===== config.mk =====
export PLATFORM = sky130hd
export DESIGN_NAME = div_unit
export DESIGN_NICKNAME = d
export VERILOG_FILES = /design/src/rtl/div_unit.sv
export SDC_FILE = /design/constraint.sdc
export NUM_CORES = 1
export LEC_CHECK = 0
export ABC_AREA = 0
export BUFFER_PORTS_ARGS = -buffer_cell sky130_fd_sc_hd__buf_2
export CORE_ASPECT_RATIO = 0.8
export CORE_UTILIZATION = 25
export CTS_BUF_LIST = sky130_fd_sc_hd__clkbuf_8
export DETAILED_ROUTE_END_ITERATION = 10
export PLACE_DENSITY_LB_ADDON = 0.25
export SYNTH_ARGS = -nofsm -noshare
export SYNTH_HDL_FRONTEND = slang
export SYNTH_SLANG_ARGS = --single-unit
export TNS_END_PERCENT = 20

===== constraint.sdc =====
create_clock -name clk -period 11.55 [get_ports clk]
set_input_delay 2.31 -clock clk [delete_from_list [all_inputs] [get_ports clk]]
set_output_delay 2.31 -clock clk [all_outputs]
set_load 0.05 [all_outputs]

===== src/rtl/div_unit.sv =====
// div_unit: iterative radix-2 restoring divider for MIPS DIV/DIVU with pipeline stall
module div_unit #(
    parameter int WIDTH = 32,
    parameter int CNT_W = 6
) (
    input  logic             clk,
    input  logic             rst,
    input  logic             start_i,
    input  logic             signed_i,
    input  logic [WIDTH-1:0] a_i,
    input  logic [WIDTH-1:0] b_i,
    input  logic             annul_i,
    output logic             stall_div,
    output logic             ready_o,
    output logic [WIDTH-1:0] hi_o,
    output logic [WIDTH-1:0] lo_o
);
    typedef enum logic [1:0] {IDLE, PREP, BUSY, DONE} state_t;
    state_t state, nextState;
    logic [WIDTH-1:0] aReg, bReg, remReg, newRem, newQuo, absA, absB;
    logic [WIDTH:0] remSh, trial;
    logic [CNT_W-1:0] cnt;
    logic signedReg, signQ, signR, lastStep;
    assign absA = (signedReg && aReg[WIDTH-1]) ? -aReg : aReg;
    assign absB = (signedReg && bReg[WIDTH-1]) ? -bReg : bReg;
    assign remSh = {remReg, aReg[WIDTH-1]};
    assign trial = remSh - {1'b0, bReg};
    assign newRem = trial[WIDTH] ? remSh[WIDTH-1:0] : trial[WIDTH-1:0];
    assign newQuo = {aReg[WIDTH-2:0], ~trial[WIDTH]};
    assign lastStep = cnt == CNT_W'(WIDTH - 1);
    // state register; a flush or reset drops any divide in flight
    always_ff @(posedge clk or posedge rst) begin
        if (rst) state <= IDLE;
        else state <= nextState;
    end
    // next-state, stall and ready; annul overrides everything
    always_comb begin
        nextState = state;
        stall_div = 1'b0;
        ready_o = 1'b0;
        case (state)
            IDLE: begin
                stall_div = start_i;
                nextState = start_i ? PREP : IDLE;
            end
            PREP: begin
                stall_div = 1'b1;
                nextState = (bReg == '0) ? DONE : BUSY;
            end
            BUSY: begin
                stall_div = 1'b1;
                nextState = lastStep ? DONE : BUSY;
            end
            DONE: begin
                ready_o = 1'b1;
                nextState = IDLE;
            end
        endcase
        if (annul_i) begin
            nextState = IDLE;
            stall_div = 1'b0;
            ready_o = 1'b0;
        end
    end
    // datapath: latch operands, take magnitudes, iterate, write sign-fixed results on DONE entry
    always_ff @(posedge clk or posedge rst) begin
        if (rst) begin
            aReg <= '0;
            bReg <= '0;
            remReg <= '0;
            cnt <= '0;
            signedReg <= 1'b0;
            signQ <= 1'b0;
            signR <= 1'b0;
            hi_o <= '0;
            lo_o <= '0;
        end else if (!annul_i) begin
            case (state)
                IDLE: begin
                    if (start_i) begin
                        aReg <= a_i;
                        bReg <= b_i;
                        signedReg <= signed_i;
                    end
                end
                PREP: begin
                    aReg <= absA;
                    bReg <= absB;
                    remReg <= '0;
                    cnt <= '0;
                    signQ <= signedReg && (aReg[WIDTH-1] ^ bReg[WIDTH-1]);
                    signR <= signedReg && aReg[WIDTH-1];
                    if (bReg == '0) begin
                        lo_o <= '1;
                        hi_o <= aReg;
                    end
                end
                BUSY: begin
                    remReg <= newRem;
                    aReg <= newQuo;
                    cnt <= cnt + CNT_W'(1);
                    if (lastStep) begin
                        lo_o <= signQ ? -newQuo : newQuo;
                        hi_o <= signR ? -newRem : newRem;
                    end
                end
                default: ;
            endcase
        end
    end
endmodule


Yosys cells after proc, flatten, opt, wreduce, memory -nomap -nowiden
Cells that the tools add are included.
- output and inout bits: 66
- register bits after elaboration: 171
- input bits: 69
- bitwise gates (word level): 3
- reduce and logical (&&, ||, !) cells: 15
- $add $sub $neg: 6
- equality and inequality tests: 9
- multiplexer cells: 26
- operators by type and width (cell ; number):
    $mux W32 ; 11
    $pmux W32 S2 ; 4
    $neg A32 Y32 ; 4
    $pmux W32 S3 ; 1
    $sub A33 B32 Y33 ; 1
    $logic_not A32 Y1 ; 1
    $pmux W6 S2 ; 1
    $reduce_and A4 Y1 ; 3
    $ne A2 B2 Y1 const B ; 5
    $pmux W2 S4 ; 1
    $add A6 B1 Y6 const B ; 1
    $eq A6 B5 Y1 const B ; 1
    $mux W1 ; 6
    $eq A2 B2 Y1 const B ; 2
    $reduce_and A2 Y1 ; 2
    $reduce_bool A2 Y1 ; 2
    $logic_and A1 B1 Y1 ; 3
    $reduce_and A3 Y1 ; 1
    $reduce_bool A3 Y1 ; 1
    $eq A2 B1 Y1 const B ; 1
    $logic_not A2 Y1 ; 1
    $mux W2 ; 1
    $not A1 Y1 ; 2
    $pmux W1 S2 ; 1
    other kinds (2) ; 2

Longest topological paths before layout
Gate-level depths: netlist (run 1).
- word-level depth: 6
- mapped depth: 24

Worst setup path before layout (run 1)
OpenSTA, ideal clock, no wires.
- kind: input to output
- from: input start_i
- to: output stall_div
- buffers on the path: 0
- slack: 5659 ps
- cell stages on the path: 2
- arrival time: 3581 ps
- path through: nand2_1 -> a211oi_1
- cells in the longest elaborated chain, start to end: 2
- RTL lines (what ; line ; text):
    start, declared ; 8 ; input logic start_i,
    $pmux W1 S2 ; 41 ; case (state)
    $mux W1 ; 59 ; if (annul_i) begin
    end, declared ; 13 ; output logic stall_div,
No other way between the ends.

Worst setup path after layout (run 1)
- from: register aReg[31]
- to: register hi_o[30]
- cells in the longest elaborated chain, start to end: 6
- RTL lines (what ; line ; text):
    start, declared ; 20 ; logic [WIDTH-1:0] aReg, bReg, remReg, newRem, newQuo, absA, absB;
    start signal, assigned ; 81 ; aReg <= a_i;
    start signal, assigned ; 87 ; aReg <= absA;
    start signal, assigned ; 100 ; aReg <= newQuo;
    $sub A33 B32 Y33 ; 27 ; assign trial = remSh - {1'b0, bReg};
    $mux W32 * ; 28 ; assign newRem = trial[WIDTH] ? remSh[WIDTH-1:0] : trial[WIDTH-1:0];
    $neg A32 Y32 ; 104 ; hi_o <= signR ? -newRem : newRem;
    $mux W32 * ; 104 ;
    $mux W32 * ; 102 ; if (lastStep) begin
    $pmux W32 S2 * ; 78 ; case (state)
    end signal, assigned ; 95 ; hi_o <= aReg;
    end signal, assigned ; 104 ;
    end, declared ; 15 ; output logic [WIDTH-1:0] hi_o,
Every way passes the cells marked *; elsewhere a longest branch is shown, timed or not. The select of a mux whose other input is x is not followed.
A chain may end at the register's enable or synchronous reset.

==> results.py, run 1 <==
metrics = {
    "yosys": {
        "synth-compound-area-share_pct": 26.1,
        "yosys_register_bits": 171,
        "synth-xor-area-share_pct": 6.55,
        "ys_seq_area_share_pct": 33.0,
        "syn_avg_cell_area_um2": 7.78,
        "synth.most_common_cell": "nand2_1",
        "synthArstFlopShare_pct": 100,
        "synth_common_cells": "nand2_1 (212), o21ai_0 (174), dfrtp_1 (171), nor2_1 (157), a21oi_1 (144)",
        "synth_top_area_cell": "dfrtp_1",
        "ys.flop_type": "dfrtp_1",
        "postSynthCellCount": 1666,
        "synth_top_cell_area_share_pct": 33.0,
        "netlist_top_cells_area": "dfrtp_1 (33%), o21ai_0 (6.7%), nand2_1 (6.1%)",
        "synth-simple-area-share_pct": 21.3,
        "synth-edff-count": 0,
        "synth-adder-area-share_pct": 4.21,
        "synthMuxAreaShare_pct": 3.51,
        "syn-cell-area_mm2": 0.0130,
        "synth_top_family_by_area": "compound AO/OA/AOI/OAI gates",
        "yosys_warnings": 0,
        "ys_types": 83,
        "syn_nets": 1778,
    },
    "clocking": {
        "cts_buffers": 17,
        "clk_pin_slew_ns": 0.10,
        "holdBufCountCts": 0,
        "cts_resized": 0,
        "htreeDepth": 4,
        "postCtsSetupRepairBufs": 0,
        "cts_buffer_depth": 2,
        "cts_tree": "built",
        "cts.sinks": 171,
        "cts-root-buf": "clkbuf_8",
        "insertion_delay_ns": 0.55,
    },
    "route": {
        "drt-initial-drc-count": 1131,
        "drc": 0,
        "antenna_left": 0,
        "num_vias": 12800,
        "first_pass_iters": 7,
        "wl_mm": 46.5,
        "vias_per_cell": 5.29,
        "wl_per_cell_um": 19.3,
    },
    "power": {
        "swShare_pct": 54.5,
        "pwr-share-clk_pct": 12.9,
        "sequentialPowerShare_pct": 31.8,
        "switching_power_uw": 1950,
        "leakagePower_uw": 0.00596,
        "peakVddDrop_uv": 184,
        "combinationalPowerShare_pct": 55.3,
        "p_per_area_mw_per_mm2": 246,
        "p_int_uw": 1630,
    },
    "floorplan": {
        "die_w_um": 257,
        "die_h_um": 206,
        "start_util_pct": 25.4,
        "num_rows": 74,
        "pin_count": 135,
        "dieArea_mm2": 0.0528,
        "fp.coreArea_mm2": 0.0511,
    },
    "global_route": {
        "grtUsageTotal_pct": 17.6,
        "grt_pass1_vias": 12100,
        "antenna_found_initial": 2,
        "grt_max_degree": 78,
        "grt_pass1_wl_mm": 72.3,
        "globalRouteOverflowTotal": 0,
    },
    "layout": {
        "fin_util_pct": 28.6,
        "drive_gt1_share_pct": 12.8,
        "finalNetCount": 1830,
        "diodes": 0,
        "area_growth_syn_to_layout_pct": 12.6,
    },
    "sta": {
        "finalSetupTns_ns": 0,
        "relSlewSlack_pct": 20.4,
        "setup_violations": 0,
        "hold_violations": 0,
        "finClkSkew_ns": 0.0224,
        "min_period_ns": 6.99,
        "rsz0062_at_grt": "false",
        "drv_slew": 0,
        "fmax_ghz": 0.143,
        "finalCritPeriodShare_pct": 60.5,
        "worst_pin_slew_ns": 1.19,
    },
    "setup_path": {
        "critPathKind": "flip-flop to flip-flop",
        "cp_max_fo": 49,
        "crit_path_top_delay_cell": "inv_2",
        "cp_top_family": "compound AO/OA/AOI/OAI gates",
        "worstPathArrival_ns": 7.40,
        "crit_buf_inv": 4,
        "crit_path_max_incr_delay_ns": 0.69,
        "crit_path_start_kind": "flip-flop",
        "crit_chain": "inv_1 > ha_1 > fa_1 > nand2b_1 > a211oi_2 > o211ai_2 > a311oi_4 > o21a_2 > nor2_8 > buf_4 > inv_2 > nor2_1 > a21oi_1 > ha_1 > inv_1 > nor2_1 > nand3_1 > or3_1 > o32ai_1 > nand3_1 > o31ai_1 > xnor2_1 > a21oi_1",
        "required_ns": 11.96,
        "cp-end-kind": "flip-flop",
    },
    "run_status": {
        "status": "completed",
    },
    "run": {
        "max_cap_viol_count": 0,
    },
    "placement": {
        "port-buffer-count": 134,
        "place.gp.congestion": 0.883,
        "dp_hpwl_mm": 34.1,
    },
    "hold_path": {
        "holdCritPathClass": "flip-flop to flip-flop",
    },
}
==> worst reg2reg max path, cell delays in order (launching register included) <==
cell      delay [ns]
dfrtp_1         0.64
inv_1           0.18
ha_1            0.26
fa_1            0.40
nand2b_1        0.19
a211oi_2        0.48
o211ai_2        0.18
a311oi_4        0.33
o21a_2          0.33
nor2_8          0.06
buf_4           0.34
inv_2           0.73
nor2_1          0.11
a21oi_1         0.26
ha_1            0.26
inv_1           0.08
nor2_1          0.10
nand3_1         0.13
or3_1           0.50
o32ai_1         0.54
nand3_1         0.22
o31ai_1         0.32
xnor2_1         0.15
a21oi_1         0.08
==> metal layers <==
metal	vias up	track usage (%)	wire (um)
li1	6104	-	-
met2	351	27.7	21300
met1	6262	24.9	22200
met5	-	0	13
met3	46	2.55	2080
met4	2	5.34	954
==> cell type report <==
class,count,area (um^2)
Inverter,58,223
Fill cell,5594,36500
Tap cell,684,856
Sequential cell,171,4280
Multi-Input combinational cell,1318,8040
Clock inverter,13,143
Timing Repair Buffer,152,806
Clock buffer,18,248
==> kinds of logic after synthesis <==
group,count (synthesis)
buf+inv,177
fa+ha+maj,43
compound gates,541
simple gates,592
mux,45
xor+xnor,97
flops,171
==> power groups by stage <==
stage | Sequential [uW] | Combinational (uW) | Clock (uW)
final | 1140 | 1980 | 463
after global routing | 1180 | 2180 | 497
after CTS | 1140 | 1990 | 476
after detailed placement | 1150 | 1980 | 0
after global placement | 1150 | 1970 | 0
after floorplan | 1350 | 1210 | 0
==> layout by cell type, fill, tap and decap left out, drive strengths merged, types with 8 or more instances in the layout <==
cell type / synthesis / final
nand2: 213 / 213
o22ai: 16 / 16
nor4: 25 / 25
a21o: 13 / 13
o211ai: 14 / 14
buf: 33 / 152
nand3: 42 / 42
or3: 20 / 20
ha: 42 / 42
dfrtp: 171 / 171
xor2: 53 / 53
mux2i: 41 / 41
nor3: 39 / 39
a22oi: 9 / 9
o31ai: 36 / 36
or2: 8 / 8
o21ai: 180 / 180
a31oi: 28 / 28
a221o: 10 / 10
xnor2: 44 / 44
inv: 57 / 62
nand4: 16 / 16
a211oi: 12 / 12
and2: 11 / 11
nor2: 158 / 158
o21a: 8 / 8
nand2b: 12 / 12
and3: 24 / 24
a21oi: 145 / 145
clkbuf: 86 / 18
a221oi: 17 / 17
==> worst paths after layout <==
check,from,endpoint,slack [ns],depth (start not counted)
setup / recovery,aReg[31],hi_o[30],4.56,23
hold / removal,hi_o[1],hi_o[1],0.48,2
setup reg to reg,aReg[31],hi_o[30],4.56,23
hold reg to reg,hi_o[1],hi_o[1],0.48,2
max in group asynchronous,rst,remReg[27],8.45,3
min in group asynchronous,rst,remReg[2],1.85,2
==> through the flow <==
step / instance area, um^2 / power (uW) / instances / hold slack (ns) / worst slack (ns)
after floorplan: 13000 / 2560 / 1666 / 0.470 / 4.61
after global placement: 14200 / 3120 / 2383 / 0.465 / 4.88
after detailed placement: 14200 / 3130 / 2383 / 0.469 / 4.65
after CTS: 14600 / 3600 / 2414 / 0.493 / 4.62
after global routing: 14600 / 3860 / 2414 / 0.506 / 3.98
final: 14600 / 3590 / 2414 / 0.483 / 4.56
==> state kept, by name, summed over array words and instances, names as in the netlist <==
signal and count:
aReg 32, bReg 32, hi_o 32, lo_o 32
remReg 32, cnt 6, state 2, signQ 1
signR 1, signedReg 1
No activity file was read; power rests on OpenSTA's default activity.
==> inputs of run 2 (changes only) <==
ABC_AREA = 1   (was 0)
clock period = 6.5 ns   (was 11.55 ns; I/O delays follow)
==> results.py, run 2 <==
metrics = {
    "clocking": {
        "cts.sinks": 171,
        "postCtsSetupRepairBufs": 0,
        "holdBufCountCts": 0,
        "cts_tree": "built",
        "cts_buffers": 17,
        "cts_buffer_depth": 2,
        "cts-root-buf": "clkbuf_8",
        "htreeDepth": 4,
        "clk_pin_slew_ns": 0.11,
        "insertion_delay_ns": 0.57,
        "cts_resized": 0,
    },
    "hold_path": {
        "holdCritPathClass": "flip-flop to flip-flop",
        "hold_start": "hi_o[4]",
    },
    "route": {
        "drc": 0,
        "num_vias": 14800,
        "wl_mm": 54.0,
        "drt-initial-drc-count": 1314,
        "wl_per_cell_um": 17.7,
        "vias_per_cell": 4.86,
        "first_pass_iters": 6,
        "antenna_left": 0,
    },
    "power": {
        "combinationalPowerShare_pct": 66.6,
        "leakagePower_uw": 0.00791,
        "peakVddDrop_uv": 247,
        "pwr-share-clk_pct": 10.5,
        "p_int_uw": 3440,
        "swShare_pct": 59.0,
        "switching_power_uw": 4940,
        "p_per_area_mw_per_mm2": 533,
        "sequentialPowerShare_pct": 22.9,
    },
    "floorplan": {
        "die_h_um": 213,
        "die_w_um": 266,
        "start_util_pct": 25.6,
        "pin_count": 135,
        "num_rows": 76,
        "dieArea_mm2": 0.0566,
        "fp.coreArea_mm2": 0.0544,
    },
    "placement": {
        "dpl_worst_slack_ns": 2.12,
        "place.gp.congestion": 0.941,
        "place_inst": 3014,
        "dp_hpwl_mm": 41.8,
        "port-buffer-count": 134,
    },
    "global_route": {
        "globalRouteOverflowTotal": 0,
        "antenna_found_initial": 1,
        "grt_max_degree": 98,
        "grt_pass1_wl_mm": 83.2,
        "grtUsageTotal_pct": 19.3,
        "grt_pass1_vias": 13900,
    },
    "setup_path": {
        "cp-end-kind": "flip-flop",
        "worstPathArrival_ns": 4.95,
        "critPathKind": "flip-flop to flip-flop",
        "required_ns": 6.99,
        "cp-startpoint": "aReg[31]",
        "reg2reg_from": "aReg[31]",
        "crit_path_start_kind": "flip-flop",
        "cp_max_fo": 45,
    },
    "yosys": {
        "syn_nets": 2314,
        "ys.flop_type": "dfrtp_1",
        "netlist_top_cells_area": "dfrtp_1 (31%), nand2_1 (19%), inv_1 (9.0%)",
        "syn_avg_cell_area_um2": 6.32,
        "postSynthCellCount": 2202,
        "synth_top_cell_area_share_pct": 30.8,
        "ys_seq_area_share_pct": 30.8,
        "synth-edff-count": 0,
        "synth_common_cells": "nand2_1 (690), inv_1 (332), nor2_1 (211), dfrtp_1 (171), nand3_1 (141)",
        "syn-cell-area_mm2": 0.0139,
        "yosys_warnings": 0,
        "synth_top_area_cell": "dfrtp_1",
        "synth.most_common_cell": "nand2_1",
        "synthArstFlopShare_pct": 100,
        "yosys_register_bits": 171,
        "ys_types": 47,
    },
    "sta": {
        "drv_slew": 0,
        "finClkSkew_ns": 0.0199,
        "rsz0062_at_grt": "false",
        "holdWs_ns": 0.489,
        "finalCritPeriodShare_pct": 68.6,
        "worst_slack_ns": 2.04,
        "relSlewSlack_pct": 20.5,
        "min_period_ns": 4.46,
        "fmax_ghz": 0.224,
        "hold_violations": 0,
        "setup_violations": 0,
        "worst_pin_slew_ns": 1.19,
        "finalSetupTns_ns": 0,
    },
    "layout": {
        "final_common_cell": "nand2_1",
        "drive_gt1_share_pct": 10.8,
        "finalNonFillerCells": 3047,
        "area_growth_syn_to_layout_pct": 13.1,
        "final_cell_mix": "nand2_1 (689), inv_1 (332), nor2_1 (209)",
        "finalNetCount": 2404,
    },
    "run": {
        "max_cap_viol_count": 0,
    },
    "run_status": {
        "status": "completed",
    },
}
run 2: changes by cell type in the layout (fill, tap and decap cells not counted), sizes merged, moves of 58 or more:
cell    change
nand2     +503
inv       +282
nand3     +103
nor2       +72
o21ai      -71
o211ai     +58
run 2: kinds of logic after synthesis:
group / Yosys count / share of synthesized area (%)
xor gates and xnor gates: 46 / 2.90
buffers and inverters: 420 / 11.7
AOI/OAI and AO/OA: 358 / 15.6
adders and majority gates: 43 / 3.92
DFF: 171 / 30.8
muxes: 1 / 0.0809
and+or+nand+nor: 1163 / 35.1
run 2: routing by layer:
metal | vias up | GRT usage (%) | share of wire [%]
li1 | 7264 | - | -
met1 | 7025 | 28.8 | 50
met2 | 456 | 28.4 | 42
met3 | 54 | 2.98 | 6.0
met4 | 0 | 5.89 | 2.1
met5 | - | 0 | 0
run 2: power groups by stage:
| stage | Clock [uW] | Sequential (uW) | Combinational, uW |
|---|---|---|---|
| 2_1_floorplan | 0 | 2410 | 3480 |
| 3_3_place_gp | 0 | 1930 | 5490 |
| 3_5_place_dp | 0 | 1930 | 5520 |
| 4_1_cts | 904 | 1920 | 5540 |
| 5_1_grt | 940 | 1980 | 6220 |
| 6_report | 881 | 1920 | 5580 |
run 2: path summary, 6_finish.rpt:
path | endpoint | slack, ns | cells past startpoint
hold / removal | hi_o[4] | 0.49 | 2
min in group asynchronous | cnt[2] | 0.94 | 2
setup / recovery | lo_o[18] | 2.04 | 25
setup reg to reg | lo_o[18] | 2.04 | 25
max in group asynchronous | bReg[22] | 4.39 | 3
hold reg to reg | hi_o[4] | 0.49 | 2
run 2: worst max-delay path, cell delays in order, from the launching register on:
cell,delay [ns]
dfrtp_1,0.43
inv_1,0.13
ha_1,0.24
fa_1,0.40
inv_1,0.11
nand2_1,0.05
nand2_1,0.09
nand3_1,0.09
nand2_2,0.11
nand2_2,0.07
nand2_2,0.08
nand2_4,0.08
nand2_4,0.08
nand2_2,0.16
nand2_4,0.47
ha_1,0.26
inv_1,0.05
nor2_1,0.20
inv_1,0.10
nor2_1,0.32
a21oi_1,0.19
inv_1,0.13
o21ai_0,0.11
o21ai_0,0.18
a21oi_1,0.05
o21ai_0,0.17
run 2: final cells by class:
type | count | area, um^2
fillers | 6161 | 38700
multi-input cells | 1611 | 8030
flip-flops and latches | 171 | 4280
inverters | 343 | 1290
well taps | 741 | 927
repair buffers | 148 | 776
clock buffers | 21 | 289
clock inverters | 11 | 143
diodes | 1 | 2.50
run 2: through the flow:
step	power [uW]	util [%]	instance area, um^2
5_1_grt	9130	28.9	15700
3_5_place_dp	7450	28.1	15300
3_3_place_gp	7420	28.1	15300
2_1_floorplan	5890	-	13900
4_1_cts	8370	28.9	15700
6_report	8380	28.9	15700
==> inputs of run 3 (changes only) <==
ABC_AREA = 0   (was 1)
clock period = 4.2 ns   (was 6.5 ns; I/O delays follow)
==> results.py, run 3 (synthesis gave the netlist of run 1 again) <==
metrics = {
    "sta": {
        "min_period_ns": 4.40,
        "finClkSkew_ns": 0.0182,
        "worst_pin_slew_ns": 1.12,
        "fmax_ghz": 0.227,
        "drv_slew": 0,
        "setup_violations": 8,
        "worst_slack_ns": -0.203,
        "hold_violations": 0,
        "relSlewSlack_pct": 25.3,
        "finalCritPeriodShare_pct": 105,
        "rsz0062_at_grt": "true",
    },
    "layout": {
        "finalNonFillerCells": 2628,
        "finalNetCount": 2042,
        "area_growth_syn_to_layout_pct": 26.4,
        "regArea_mm2": 0.00428,
        "final_cell_mix": "buf_4 (226), nand2_1 (212), dfrtp_1 (171)",
        "final_common_cell": "buf_4",
        "multi_input_area_mm2": 0.00823,
        "drive_gt1_share_pct": 23.7,
        "num-fill-cells": 5463,
    },
    "hold_path": {
        "worstHoldPathCells": 2,
        "holdCritPathClass": "flip-flop to flip-flop",
    },
    "global_route": {
        "grtUsageTotal_pct": 18.4,
        "globalRouteOverflowTotal": 0,
        "grt_pass1_wl_mm": 75.2,
        "grt_max_degree": 125,
        "antenna_found_initial": 2,
        "grt_pass1_vias": 13100,
    },
    "placement": {
        "place_inst": 2587,
        "port-buffer-count": 134,
        "dp_hpwl_mm": 36.8,
        "place.gp.congestion": 0.905,
        "dpl_worst_slack_ns": -0.581,
    },
    "route": {
        "drt-initial-drc-count": 1105,
        "wl_per_cell_um": 18.5,
        "drc": 0,
        "num_vias": 13500,
        "routed-wl-met3_mm": 2.26,
        "dr.max_layer_used": "met4",
        "antenna_left": 0,
        "wl_mm": 48.7,
        "first_pass_iters": 5,
        "wl_met1_mm": 23.0,
        "vias_per_cell": 5.14,
        "route.met2.wl_mm": 22.5,
    },
    "setup_path": {
        "r2r_cells": 21,
        "worstPathArrival_ns": 4.87,
        "cp_max_fo": 5,
        "crit_path_start_kind": "flip-flop",
        "required_ns": 4.67,
        "critPathKind": "flip-flop to flip-flop",
        "cp-end-kind": "flip-flop",
    },
    "power": {
        "sequentialPowerShare_pct": 28.2,
        "leakagePower_uw": 0.00703,
        "combinationalPowerShare_pct": 61.0,
        "p_per_area_mw_per_mm2": 656,
        "pwr-share-clk_pct": 10.8,
        "p_int_uw": 5140,
        "swShare_pct": 52.1,
        "totalPowerFinal_uw": 10700,
        "switching_power_uw": 5600,
        "peakVddDrop_uv": 295,
    },
    "clocking": {
        "cts_buffer_depth": 2,
        "cts_buffers": 17,
        "holdBufCountCts": 0,
        "cts-root-buf": "clkbuf_8",
        "clk_pin_slew_ns": 0.10,
        "insertion_delay_ns": 0.53,
        "cts_tree": "built",
        "htreeDepth": 4,
        "cts.sinks": 171,
    },
    "run": {
        "max_cap_viol_count": 0,
    },
    "floorplan": {
        "start_util_pct": 25.4,
        "die_w_um": 257,
        "die_h_um": 206,
        "num_rows": 74,
        "fp.coreArea_mm2": 0.0511,
        "dieArea_mm2": 0.0528,
        "pin_count": 135,
    },
    "run_status": {
        "status": "finished, violations left",
        "failed_checks": "negative setup slack",
    },
}
## run 3: changes by cell type in the layout (fill, tap and decap cells not counted), moves of 55 or more
cell and delta:
o21ai_0 +57, nand3_1 -101, nand2_1 -477, buf_4 +212, nor2_1 -55, inv_1 -278
o211ai_1 -59
## run 3: final timing paths
| path | start | endpoint | slack [ns] |
|---|---|---|---|
| max reg2reg | bReg[0] | hi_o[26] | -0.20 |
| min in group asynchronous | rst | aReg[6] | 0.53 |
| max | bReg[0] | hi_o[26] | -0.20 |
| max in group asynchronous | rst | bReg[28] | 3.11 |
| min | hi_o[1] | hi_o[1] | 0.49 |
| min reg2reg | hi_o[1] | hi_o[1] | 0.49 |
## run 3: power by group through the flow
stage,logic (uW),registers (uW),clock network [uW]
3_5_place_dp,6340,3060,0
2_1_floorplan,3340,3710,0
5_1_grt,7150,3130,1260
3_3_place_gp,6300,3050,0
4_1_cts,6440,3030,1210
6_report,6560,3030,1160
## run 3: through the flow
step | util [%] | TNS (ns) | hold slack (ns) | instance area (um^2)
floorplan | - | -12.79 | 0.470 | 13000
global placement | 30.8 | -3.40 | 0.466 | 15800
detailed placement | 30.8 | -5.56 | 0.476 | 15800
CTS | 31.8 | -3.48 | 0.497 | 16200
global route | 32.1 | -4.72 | 0.508 | 16400
finish | 32.1 | -0.693 | 0.490 | 16400
## run 3: cell type report
class                      count  area share [%]
multi-input combinational   1318            50.2
sequential                   171            26.1
timing repair buffer         364            14.8
tap                          684            5.22
clock buffer                  21            1.76
inverter                      58            1.40
clock inverter                10           0.412
antenna                        2          0.0305
## run 3: critical path: stages (launching register included)
cell      delay [ns]
dfrtp_1         0.42
ha_4            0.17
fa_2            0.34
nand2b_4        0.16
a211oi_4        0.27
o211ai_2        0.15
a311oi_4        0.26
buf_4           0.18
nor3_4          0.05
nor2_8          0.15
inv_6           0.06
a21oi_4         0.16
ha_4            0.17
inv_4           0.04
nor2_4          0.07
nand3_2         0.10
or3_4           0.43
o211ai_1        0.26
nand4_1         0.18
o31a_1          0.34
or3_1           0.31
nand3_1         0.07
## run 3: routing by layer
layer | GRT usage (%) | vias to the layer above
met5 | 0 | -
met4 | 5.29 | 0
met3 | 3.12 | 47
met2 | 29.7 | 337
met1 | 25.0 | 6603
li1 | - | 6521
## run 3: repair_timing
action / in CTS / in global routing
buffers inserted: 3 / 5
setup endpoints to repair: 23 / 27
gates resized for setup: 26 / 28
pin swaps: 16 / 24
